File: src/rtl/counter_driver.sv
// Command-side controller for the loadable 3-to-13 up/down counter.
// Accepts jump/walk move requests, steers load/ud/din and reports the outcome.
module counter_driver #(
    parameter int TIMEOUT = 15
) (
    input  logic       clock,
    input  logic       reset,
    input  logic       req_valid,
    output logic       req_ready,
    input  logic       req_mode,
    input  logic [3:0] req_target,
    input  logic [3:0] count,
    output logic       load,
    output logic       ud,
    output logic [3:0] din,
    output logic       resp_valid,
    output logic       resp_error,
    output logic [3:0] resp_count
);

    localparam int TW = $clog2(TIMEOUT + 1);
    localparam logic [TW-1:0] TMO_LAST = TW'(TIMEOUT - 1);

    typedef enum logic [2:0] {
        IDLE  = 3'd0,
        LOAD  = 3'd1,
        CHECK = 3'd2,
        STEP  = 3'd3,
        RESP  = 3'd4
    } state_t;

    state_t          state_reg;
    logic [3:0]      park_reg;
    logic [3:0]      tgt_reg;
    logic [3:0]      exp_reg;
    logic            dir_reg;
    logic [TW-1:0]   tmo_reg;
    logic            load_reg;
    logic [3:0]      din_reg;
    logic            ready_reg;
    logic            resp_valid_reg;
    logic            resp_error_reg;
    logic [3:0]      resp_count_reg;

    logic            hit;
    logic            target_in_range;
    logic            walk_up;
    logic [3:0]      load_exp;

    assign hit             = (count == tgt_reg);
    assign target_in_range = (req_target >= 4'd3) && (req_target <= 4'd13);
    assign walk_up         = (req_target > count);
    // The counter clamps loads below its range to its top value.
    assign load_exp        = (tgt_reg < 4'd3) ? 4'd13 : tgt_reg;

    // While walking, load must react in the same cycle count reaches the target.
    assign load       = (state_reg == STEP) ? hit     : load_reg;
    assign din        = (state_reg == STEP) ? tgt_reg : din_reg;
    assign ud         = dir_reg;
    assign req_ready  = ready_reg;
    assign resp_valid = resp_valid_reg;
    assign resp_error = resp_error_reg;
    assign resp_count = resp_count_reg;

    always_ff @(posedge clock or negedge reset) begin
        if (!reset) begin
            state_reg      <= IDLE;
            park_reg       <= 4'd13;
            tgt_reg        <= 4'd0;
            exp_reg        <= 4'd0;
            dir_reg        <= 1'b0;
            tmo_reg        <= '0;
            load_reg       <= 1'b1;
            din_reg        <= 4'd13;
            ready_reg      <= 1'b1;
            resp_valid_reg <= 1'b0;
            resp_error_reg <= 1'b0;
            resp_count_reg <= 4'd0;
        end else begin
            resp_valid_reg <= 1'b0;
            case (state_reg)
                IDLE: begin
                    if (req_valid && ready_reg) begin
                        tgt_reg   <= req_target;
                        ready_reg <= 1'b0;
                        if (!req_mode) begin
                            state_reg <= LOAD;
                            load_reg  <= 1'b1;
                            din_reg   <= req_target;
                        end else if (target_in_range) begin
                            state_reg <= STEP;
                            dir_reg   <= walk_up;
                            tmo_reg   <= '0;
                        end else begin
                            state_reg      <= RESP;
                            resp_valid_reg <= 1'b1;
                            resp_error_reg <= 1'b1;
                            resp_count_reg <= count;
                            park_reg       <= count;
                            din_reg        <= count;
                        end
                    end
                end
                LOAD: begin
                    exp_reg   <= load_exp;
                    din_reg   <= load_exp;
                    state_reg <= CHECK;
                end
                CHECK: begin
                    state_reg      <= RESP;
                    resp_valid_reg <= 1'b1;
                    resp_count_reg <= count;
                    resp_error_reg <= (count != exp_reg);
                    if (count != exp_reg) begin
                        park_reg <= count;
                        din_reg  <= count;
                    end else begin
                        park_reg <= exp_reg;
                        din_reg  <= exp_reg;
                    end
                end
                STEP: begin
                    if (hit || (tmo_reg == TMO_LAST)) begin
                        state_reg      <= RESP;
                        dir_reg        <= 1'b0;
                        load_reg       <= 1'b1;
                        resp_valid_reg <= 1'b1;
                        resp_error_reg <= !hit;
                        resp_count_reg <= count;
                        park_reg       <= count;
                        din_reg        <= count;
                    end else begin
                        tmo_reg <= tmo_reg + 1'b1;
                    end
                end
                RESP: begin
                    state_reg      <= IDLE;
                    ready_reg      <= 1'b1;
                    resp_error_reg <= 1'b0;
                    din_reg        <= park_reg;
                end
                default: begin
                    state_reg <= IDLE;
                    ready_reg <= 1'b1;
                    load_reg  <= 1'b1;
                    din_reg   <= park_reg;
                    dir_reg   <= 1'b0;
                end
            endcase
        end
    end

endmodule
File: config.mk
export PLATFORM = sky130hd
export DESIGN_NAME = counter_driver
export DESIGN_NICKNAME = d
export VERILOG_FILES = /design/src/rtl/counter_driver.sv
export SDC_FILE = /design/constraint.sdc
export NUM_CORES = 1
export LEC_CHECK = 0
export BUFFER_PORTS_ARGS = -buffer_cell sky130_fd_sc_hd__buf_2
export CAP_MARGIN = 20
export CORE_MARGIN = 8
export CORE_UTILIZATION = 52
export DETAILED_ROUTE_END_ITERATION = 7
export PLACE_DENSITY = 0.76
export SETUP_SLACK_MARGIN = 0.1
export SLEW_MARGIN = 20
export SYNTH_ARGS = -nofsm -noshare
export SYNTH_HDL_FRONTEND = slang
export SYNTH_SLANG_ARGS = --single-unit
File: constraint.sdc
create_clock -name clock -period 1.8 [get_ports clock]
set_clock_uncertainty 0.2 [all_clocks]
set_input_delay 0.18 -clock clock [delete_from_list [all_inputs] [get_ports clock]]
set_output_delay 0.18 -clock clock [all_outputs]
set_load 0.02 [all_outputs]
==> impl_metrics.json, run 1 <==
{
  "outcome": "complete, but fails checks",
  "failing_checks": "negative setup slack",
  "syn_to_final_growth_pct": 44.4,
  "synthArstFlopShare_pct": 100,
  "detail-route-antenna-nets": 0,
  "setup_slack_ns": -0.127,
  "weighted_congestion_at_the_end_of_routability_driven_global_placement": 0.862,
  "final-instance-count-excl-fill": 302,
  "power_leakage_nw": 1.34,
  "syn_area_per_cell_um2": 10.3,
  "remaining_drc_errors": 0,
  "floorplan.initialDensity_pct": 52.9,
  "timing.critical_path.arrival_ns": 1.94,
  "post_synthesis_instance_total": 185,
  "clock_pin_slew_of_the_registers_on_the_worst_case_setup_and_hold_paths_ns": 0.07,
  "crit_required_ns": 1.82,
  "fin_area_mm2": 0.00276,
  "netlist-cell-type-count": 50,
  "grt.total_usage_pct": 20.6,
  "path_max_fanout": 4,
  "floorplan.rows": 22,
  "tritoncts": "built",
  "layout.core_utilization_pct": 76.5,
  "timing_hold_violations_final": 0,
  "via_count": 1730,
  "finalCriticalPeriod_ns": 1.93,
  "placement.setup.worst_slack_ns": -0.0549,
  "yosysWarningCount": 0,
  "setup_total_negative_slack_ns": -2.05,
  "global_route_wire_length_before_repair_um": 9630,
  "cts-root-buf": "sky130_fd_sc_hd__clkbuf_8",
  "cts_sinks": 31,
  "detailed_place_hpwl_um": 3630,
  "final_max_slew_viol_count": 0,
  "diode_count": 0,
  "overflow": 0,
  "p_per_area_mw_per_mm2": 1800,
  "core_mm2": 0.00361,
  "fin_hold_ws_ns": 0.0137,
  "nets_in_the_synthesized_netlist": 203,
  "clock_latency_ns": 0.29,
  "worst_slew_margin_rel_pct": 53.3,
  "post_route_cells_drive_above_1_share_pct": 54.7,
  "grt_pass1_vias": 1886,
  "commonest_cells_post_synth": "24 x sky130_fd_sc_hd__dfrtp_1, 17 x sky130_fd_sc_hd__nand2_1, 14 x sky130_fd_sc_hd__inv_1",
  "antenna_found_initial": 0,
  "yosysSeqAreaShare_pct": 41.1,
  "finalWirelength_um": 6010,
  "max-cap-violations": 0,
  "yosys.cell_count.top_type": "sky130_fd_sc_hd__dfrtp_1",
  "fmax_mhz": 519,
  "drt_first_pass_iters": 4,
  "period_share_pct": 107,
  "critical_path.startpoint_type": "register",
  "setup.worst_path.end_class": "register",
  "synth_top_area_share_pct": 31.5,
  "grt_start_max_net_pins": 32,
  "netlist_area_mm2": 0.00191,
  "critPathKind": "reg2reg",
  "cts_htree_levels": 2,
  "chipHeight_um": 76.6,
  "postSynthRegisterBits": 31,
  "overall_power_mw": 4.96,
  "synth-edff-count": 0,
  "filler_cell_count": 216,
  "design.final.nets": 271,
  "die_area_mm2": 0.00587,
  "dp.cells": 277,
  "rsz0062_at_grt": "true",
  "worst_pin_slew_ns": 0.700,
  "synth_top_cells_by_area": "sky130_fd_sc_hd__dfrtp_1 31%, sky130_fd_sc_hd__dfstp_2 9.6%, sky130_fd_sc_hd__mux2_4 8.7%, sky130_fd_sc_hd__mux2_2 4.7%, sky130_fd_sc_hd__ha_1 3.9%",
  "post_drt_wl_per_cell_um": 19.9,
  "min-delay-path-class": "in2reg",
  "post_drt_via_cell_ratio": 5.73,
  "drt_iter0_drc": 153,
  "power.ir.vdd_worst_mv": 0.970,
  "synth_top_area_cell": "sky130_fd_sc_hd__dfrtp_1",
  "postSynth.topFlopCell": "sky130_fd_sc_hd__dfrtp_1",
  "overall_die_width_um": 76.6,
  "port_buffers": 24,
  "cts_buffer_depth": 2,
  "dpl-instance-area_mm2": 0.00226,
  "number_of_buffers_created_by_cts": 5,
  "setup-violations-final": 26,
  "num_io_pins": 25
}
-- timing repair --
item | 4_1_cts | 5_1_grt
pin swaps | 18 | 13
endpoints found under the setup margin | 23 | 32
setup buffers | 10 | 5
hold buffers | 2 | 0
endpoints found under the hold margin | 25 | 0
gates cloned | 1 | 0
resized for setup | 41 | 18
-- final cells by class --
cell class / count / area [um^2] / share of cell area [%]
repair buffers: 68 / 548 / 19.9
inverters: 14 / 57.6 / 2.09
clock buffers: 6 / 82.6 / 2.99
multi-input cells: 133 / 1190 / 43.1
flip-flops and latches: 31 / 787 / 28.5
clock inverters: 2 / 35.0 / 1.27
well taps: 48 / 60.1 / 2.18
-- worst paths after layout --
path | from | endpoint | cells after the start | slack, ns
setup / recovery | state_reg[2]$_DFFE_PN0P_ | park_reg[0]$_DFFE_PN1P_ | 6 | -0.13
hold / removal | req_valid | req_ready$_DFFE_PN1P_ | 3 | 0.01
setup reg to reg | state_reg[2]$_DFFE_PN0P_ | park_reg[0]$_DFFE_PN1P_ | 6 | -0.13
hold reg to reg | park_reg[3]$_DFFE_PN1P_ | park_reg[3]$_DFFE_PN1P_ | 2 | 0.28
max in group asynchronous | reset | state_reg[1]$_DFFE_PN0P_ | 2 | 0.63
min in group asynchronous | reset | resp_count[2]$_DFFE_PN0P_ | 2 | 0.27
-- kinds of logic (layout without fill, tap and decap cells) --
group                      after synthesis  in the layout  share of synthesized area, %
xor gates and xnor gates                 8              8                          3.67
muxes                                   21             21                          14.4
AOI/OAI and AO/OA                       41             41                          14.9
adders and majority gates                6              6                          3.93
DFF                                     31             31                          41.1
and+or+nand+nor                         56             57                          16.1
buffers and inverters                   22             90                          5.90
-- layout by cell type (no fill, tap or decap), types with 3 or more instances in the layout --
master,netlist,layout
sky130_fd_sc_hd__ha_1,6,6
sky130_fd_sc_hd__dfrtp_1,24,22
sky130_fd_sc_hd__o21ai_0,10,7
sky130_fd_sc_hd__nand2_1,17,16
sky130_fd_sc_hd__nor2_2,1,4
sky130_fd_sc_hd__inv_1,14,11
sky130_fd_sc_hd__a21o_1,3,3
sky130_fd_sc_hd__buf_2,1,19
sky130_fd_sc_hd__clkbuf_8,0,6
sky130_fd_sc_hd__nor2_4,1,3
sky130_fd_sc_hd__dfstp_2,7,7
sky130_fd_sc_hd__nor2_1,13,9
sky130_fd_sc_hd__mux2_4,11,15
sky130_fd_sc_hd__mux2_2,8,4
sky130_fd_sc_hd__buf_4,1,28
sky130_fd_sc_hd__buf_6,3,18
sky130_fd_sc_hd__a21oi_1,12,10
sky130_fd_sc_hd__nand4_1,3,3
sky130_fd_sc_hd__nand3_2,0,3
sky130_fd_sc_hd__xnor2_1,8,4
sky130_fd_sc_hd__xnor2_2,0,4
sky130_fd_sc_hd__o21ai_1,1,4
-- critical path, cell delays in order (launching register included) --
cell and delay, ns:
sky130_fd_sc_hd__dfrtp_1 0.42, sky130_fd_sc_hd__buf_6 0.14, sky130_fd_sc_hd__or3_4 0.35, sky130_fd_sc_hd__nor3_4 0.26
sky130_fd_sc_hd__buf_6 0.15, sky130_fd_sc_hd__nor2_4 0.04, sky130_fd_sc_hd__mux2_4 0.30
-- routing by layer --
metal | routed length (um) | track usage, %
met5 | 0 | 0
met4 | 337 | 9.42
met3 | 360 | 5.42
met1 | 2320 | 22.6
met2 | 3000 | 36.0
-- where the power goes --
group | internal, mW | switching (mW) | total [mW]
Sequential | 1.07 | 0.241 | 1.31
Clock | 0.448 | 0.276 | 0.724
Combinational | 1.54 | 1.39 | 2.93
Total | 3.05 | 1.91 | 4.96
(Power assumes the default switching activity.)
==> inputs of run 2 (changes only) <==
Settings changed: SETUP_SLACK_MARGIN 0.1 to 0.2.
==> run 2 against run 1 <==
  * The run still ends with negative setup slack left
  * Non-clock buffer count decreased by 4
  * Sequential share of layout area is 0.54 points higher
  * First-iteration DRC count shrank 25%
  * Register-to-register slack improved by 0.04 ns
  * Clock-buffer cell count is 1 lower
  * Routed wire length is 11% lower
  * Hold slack barely moved
  * Fmax is 0.63% lower
  * Die area unchanged
  * Via count shrank 2.6%
  * Core utilization fell by 1.7 points
  * Critical endpoint is now din[0]
  * Largest cell class unchanged
  * Largest power group unchanged
==> impl_metrics.json, run 2 (synthesis results as in run 1) <==
{
  "cp_num_buf_inv": 2,
  "global_route.usage.met2_pct": 30.9,
  "cp_cell_sequence": "nand3b_1 -> buf_6 -> mux2_4 -> buf_6",
  "dp.cells": 276,
  "power.ir.vdd_worst_mv": 0.869,
  "timing.critical_path.arrival_ns": 1.56,
  "setup-violations-final": 24,
  "worst_slew_margin_rel_pct": 54.4,
  "chipHeight_um": 76.6,
  "tritoncts": "built",
  "overall_power_mw": 4.63,
  "diode_count": 0,
  "clock_pin_slew_of_the_registers_on_the_worst_case_setup_and_hold_paths_ns": 0.07,
  "floorplan.rows": 22,
  "busiest_layer": "met2",
  "fin_area_mm2": 0.00270,
  "design.final.nets": 267,
  "min-delay-path-class": "in2reg",
  "post_drt_wl_per_cell_um": 17.9,
  "grt.total_usage_pct": 18.3,
  "crit_required_ns": 1.42,
  "cts_sinks": 31,
  "final_max_slew_viol_count": 0,
  "overflow": 0,
  "failing_checks": "negative setup slack",
  "number_of_buffers_created_by_cts": 5,
  "rsz0062_at_grt": "true",
  "post_route_cells_drive_above_1_share_pct": 52.4,
  "core_mm2": 0.00361,
  "period_share_pct": 108,
  "power_leakage_nw": 1.32,
  "floorplan.initialDensity_pct": 52.9,
  "setup_slack_ns": -0.139,
  "cts_htree_levels": 2,
  "remaining_drc_errors": 0,
  "die_area_mm2": 0.00587,
  "grt_start_max_net_pins": 32,
  "outcome": "complete, but fails checks",
  "clock_latency_ns": 0.29,
  "syn_to_final_growth_pct": 41.3,
  "dpl-instance-area_mm2": 0.00228,
  "max-cap-violations": 0,
  "timing_hold_violations_final": 0,
  "fmax_mhz": 516,
  "critical_path.reg2reg.endpoint": "tmo_reg[3]$_DFFE_PN0P_",
  "drt_first_pass_iters": 4,
  "global_route_wire_length_before_repair_um": 8630,
  "antenna_found_initial": 0,
  "slowest_cell_on_crit_path": "sky130_fd_sc_hd__dfrtp_1",
  "finalCriticalPeriod_ns": 1.94,
  "cpLargestDelayFamily": "flip-flops",
  "weighted_congestion_at_the_end_of_routability_driven_global_placement": 0.867,
  "detailed_place_hpwl_um": 3610,
  "worst_pin_slew_ns": 0.684,
  "grt_pass1_vias": 1745,
  "crit_start": "state_reg[2]$_DFFE_PN0P_",
  "layout_commonest_cell": "sky130_fd_sc_hd__buf_4",
  "post_drt_via_cell_ratio": 5.65,
  "globalRouteMet1Util_pct": 20.9,
  "hold_start": "req_target[2]",
  "num_io_pins": 25,
  "worst_path_most_repeated_cell": "sky130_fd_sc_hd__buf_6",
  "reg2reg_depth": 8,
  "critical_path.startpoint_type": "register",
  "overall_die_width_um": 76.6,
  "detail-route-antenna-nets": 0,
  "via_count": 1685,
  "cts-root-buf": "sky130_fd_sc_hd__clkbuf_8",
  "setup_total_negative_slack_ns": -1.65,
  "critical_path.endpoint": "din[0]",
  "finalWirelength_um": 5350,
  "worst_path_largest_cell_delay_ns": 0.38,
  "p_per_area_mw_per_mm2": 1710,
  "path_max_fanout": 4,
  "final_cell_mix": "28 x sky130_fd_sc_hd__buf_4, 24 x sky130_fd_sc_hd__dfrtp_1, 19 x sky130_fd_sc_hd__mux2_4, 19 x sky130_fd_sc_hd__buf_2, 17 x sky130_fd_sc_hd__nand2_1",
  "drt_iter0_drc": 114,
  "placement.setup.worst_slack_ns": -0.0489,
  "cts_buffer_depth": 2,
  "r2r_slack_ns": -0.09,
  "final-instance-count-excl-fill": 298,
  "setup.worst_path.end_class": "primary output",
  "critical_path_depth": 4,
  "critPathKind": "reg2out",
  "crit-reg2reg-launch": "state_reg[2]$_DFFE_PN0P_",
  "groute.layer.met3.usage_pct": 4.60,
  "port_buffers": 24
}
run 2: cell types whose count changed in the layout (fill, tap and decap cells not counted), sizes merged:
cell,before,now
buf,66,63
bufinv,1,0
clkbuf,6,5
clkinvlp,0,2
dlygate4sd3,2,1
run 2: area by class of cell:
class | count | area (um^2)
clock buffers | 5 | 68.8
flip-flops and latches | 31 | 785
clock inverters | 3 | 20.0
fillers | 233 | 908
repair buffers | 64 | 508
inverters | 14 | 52.6
well taps | 48 | 60.1
multi-input cells | 133 | 1200
run 2: timing repair:
item                                   in CTS  in global routing
endpoints found under the hold margin      24                  0
buffers inserted                            8                  4
resized for setup                          35                 14
setup endpoints to repair                  28                 35
pin swaps                                  11                 10
cloned                                      1                  0
hold buffers                                1                  0
run 2: stage by stage:
stage	util, %	hold WS (ns)
2_1_floorplan	-	-0.316
3_3_place_gp	63.1	0.0611
3_5_place_dp	63.1	0.0573
4_1_cts	72.0	0.00814
5_1_grt	74.8	0.00679
6_report	74.8	0.0137
run 2: how the worst min path moves through the flow:
stage                                endpoint  cells after the start  slack (ns)
floorplan              din_reg[1]$_DFFE_PN0P_                      0       -0.32
global route           tgt_reg[0]$_DFFE_PN0P_                      2       0.007
global placement         resp_valid$_DFF_PN0_                      1        0.06
finish                 tgt_reg[2]$_DFFE_PN0P_                      2        0.01
CTS                    tgt_reg[2]$_DFFE_PN0P_                      2       0.008
detailed placement  resp_count[0]$_DFFE_PN0P_                      1        0.06
run 2: layer usage:
| metal | vias up | share of wire [%] |
|---|---|---|
| met3 | 19 | 4.7 |
| met4 | 0 | 3.6 |
| li1 | 782 | - |
| met5 | - | 0 |
| met2 | 67 | 51 |
| met1 | 817 | 41 |
run 2: power breakdown:
group,leakage [nW],switching [mW],total [mW],internal [mW]
Combinational,0.913,1.29,2.79,1.49
Sequential,0.371,0.227,1.29,1.06
Clock,0.0402,0.280,0.549,0.268
Total,1.32,1.80,4.63,2.83
==> inputs of run 3 (changes only) <==
Settings changed: BUFFER_PORTS_ARGS -buffer_cell sky130_fd_sc_hd__buf_2 to not set, CORE_MARGIN 8 to 4, DONT_BUFFER_PORTS set to 1, PLACE_DENSITY 0.76 to 0.7.
==> run 3 against run 2 <==
  * The flow still finishes with violations (negative setup slack)
  * Clock-buffer cell count unchanged
  * Worst setup slack improved by 0.036 ns
  * Critical endpoint unchanged
  * Die area decreased by 20%
  * Highest routed layer unchanged
  * Register-to-register slack better by 0.02 ns
  * Largest cell class unchanged
==> impl_metrics.json, run 3 (synthesis results as in run 1) <==
{
  "slowest_cell_on_crit_path": "sky130_fd_sc_hd__dfrtp_1",
  "tritoncts": "built",
  "outcome": "complete, but fails checks",
  "design.final.nets": 254,
  "grt.total_usage_pct": 26.7,
  "cpLargestDelayFamily": "flip-flops",
  "die_area_mm2": 0.00471,
  "rsz0062_at_grt": "true",
  "p_per_area_mw_per_mm2": 1680,
  "fmax_mhz": 525,
  "antenna_found_initial": 0,
  "cts_buffer_depth": 2,
  "worst_path_largest_cell_delay_ns": 0.38,
  "post_drt_wl_per_cell_um": 20.2,
  "post_drt_via_cell_ratio": 5.96,
  "power_report.internal_total_mw": 2.73,
  "worst_slew_margin_rel_pct": 72.9,
  "final_max_slew_viol_count": 0,
  "overall_die_width_um": 68.6,
  "syn_to_final_growth_pct": 40.8,
  "cp_cell_sequence": "nand3b_1 -> buf_4 -> buf_6 -> mux2_4",
  "global_route_wire_length_before_repair_um": 8940,
  "critical_path.startpoint_type": "register",
  "drt_first_pass_iters": 4,
  "core_mm2": 0.00344,
  "power.clock.fraction_pct": 11.7,
  "number_of_buffers_created_by_cts": 5,
  "path_max_fanout": 4,
  "critPathKind": "reg2out",
  "via_count": 1687,
  "weighted_congestion_at_the_end_of_routability_driven_global_placement": 0.879,
  "final_cell_mix": "27 x sky130_fd_sc_hd__buf_4, 22 x sky130_fd_sc_hd__dfrtp_1, 19 x sky130_fd_sc_hd__mux2_4, 14 x sky130_fd_sc_hd__nand2_1, 13 x sky130_fd_sc_hd__inv_1",
  "pwr-share-comb_pct": 57.3,
  "timing_hold_violations_final": 0,
  "setup_slack_ns": -0.103,
  "proportion_of_power_drawn_by_flip_flops_and_latches_pct": 31.0,
  "num_io_pins": 25,
  "detailed_place_hpwl_um": 3350,
  "layout_commonest_cell": "sky130_fd_sc_hd__buf_4",
  "setup-violations-final": 21,
  "power_leakage_nw": 1.28,
  "port_buffers": 0,
  "period_share_pct": 106,
  "setup.worst_path.end_class": "primary output",
  "drt_iter0_drc": 98,
  "dp.cells": 250,
  "cts_htree_levels": 2,
  "remaining_drc_errors": 0,
  "fin_hold_ws_ns": 0.0449,
  "chipHeight_um": 68.6,
  "post_route_cells_drive_above_1_share_pct": 50.2,
  "crit_required_ns": 1.42,
  "diode_count": 0,
  "clock_pin_slew_of_the_registers_on_the_worst_case_setup_and_hold_paths_ns": 0.06,
  "clock_latency_ns": 0.29,
  "grt_start_max_net_pins": 32,
  "timing.critical_path.arrival_ns": 1.52,
  "power.ir.vdd_worst_mv": 0.769,
  "detail-route-antenna-nets": 0,
  "overflow": 0,
  "worst_pin_slew_ns": 0.406,
  "cts_sinks": 31,
  "swShare_pct": 39.5,
  "final-instance-count-excl-fill": 283,
  "floorplan.rows": 21,
  "finalCriticalPeriod_ns": 1.90,
  "grt_pass1_vias": 1844,
  "cp_num_buf_inv": 2,
  "failing_checks": "negative setup slack",
  "max-cap-violations": 0,
  "total_switching_power_mw": 1.78,
  "floorplan.initialDensity_pct": 55.5,
  "finalWirelength_um": 5720,
  "min-delay-path-class": "in2reg",
  "cts-root-buf": "sky130_fd_sc_hd__clkbuf_8"
}
run 3: repair_timing:
item	4_1_cts	5_1_grt
hold buffers	12	0
pin swaps	20	12
endpoints found under the hold margin	48	0
resized for setup	34	20
buffers inserted	9	4
endpoints found under the setup margin	32	33
run 3: cell type report:
type / count / area [um^2]
fill: 202 / 753
inverter: 14 / 52.6
timing repair buffer: 52 / 483
clock buffer: 5 / 68.8
clock inverter: 3 / 15.0
sequential: 31 / 787
tap: 46 / 57.6
multi-input combinational: 132 / 1220
run 3: worst min-delay path: stages:
cell and delay [ns]:
sky130_fd_sc_hd__a41o_1 0.13, sky130_fd_sc_hd__o2111ai_1 0.09, sky130_fd_sc_hd__o21ai_1 0.08
run 3: power by group through the flow:
| stage | registers, mW | clock network [mW] | logic, mW |
|---|---|---|---|
| after floorplan | 1.32 | 0 | 1.53 |
| after global placement | 1.38 | 0 | 1.92 |
| after detailed placement | 1.39 | 0 | 1.96 |
| after CTS | 1.38 | 0.534 | 2.35 |
| after global routing | 1.43 | 0.568 | 2.77 |
| final | 1.40 | 0.527 | 2.58 |
run 3: layer usage:
metal / vias to the layer above / track usage (%) / part of all wire, %
li1: 754 / - / -
met1: 817 / 30.5 / 39
met2: 77 / 42.7 / 47
met3: 39 / 10.7 / 8.1
met4: 0 / 14.4 / 6.2
met5: - / 0 / 0
run 3: path summary, 6_finish.rpt:
| check | from | to | slack (ns) | cells after the start |
|---|---|---|---|---|
| worst max-delay path | state_reg[2]$_DFFE_PN0P_ | din[0] | -0.10 | 4 |
| worst min-delay path | req_mode | ud$_DFFE_PN0P_ | 0.04 | 3 |
| worst max register to register | state_reg[2]$_DFFE_PN0P_ | din_reg[1]$_DFFE_PN0P_ | -0.07 | 6 |
| worst min register to register | park_reg[3]$_DFFE_PN1P_ | park_reg[3]$_DFFE_PN1P_ | 0.31 | 2 |
| max in group asynchronous | reset | req_ready$_DFFE_PN1P_ | 1.02 | 2 |
| min in group asynchronous | reset | resp_count[2]$_DFFE_PN0P_ | 0.13 | 2 |
run 3: per-stage QoR:
stage	instance area, um^2	setup TNS [ns]	util, %	setup WS (ns)	power, mW
after global routing	2690	-2.21	78.1	-0.143	4.77
after floorplan	1950	0	-	0.0173	2.85
after detailed placement	2150	-0.200	62.6	-0.0408	3.34
final	2690	-1.11	78.1	-0.103	4.51
after global placement	2150	-0.00757	62.6	-0.00757	3.29
after CTS	2570	-0.581	74.7	-0.0962	4.26
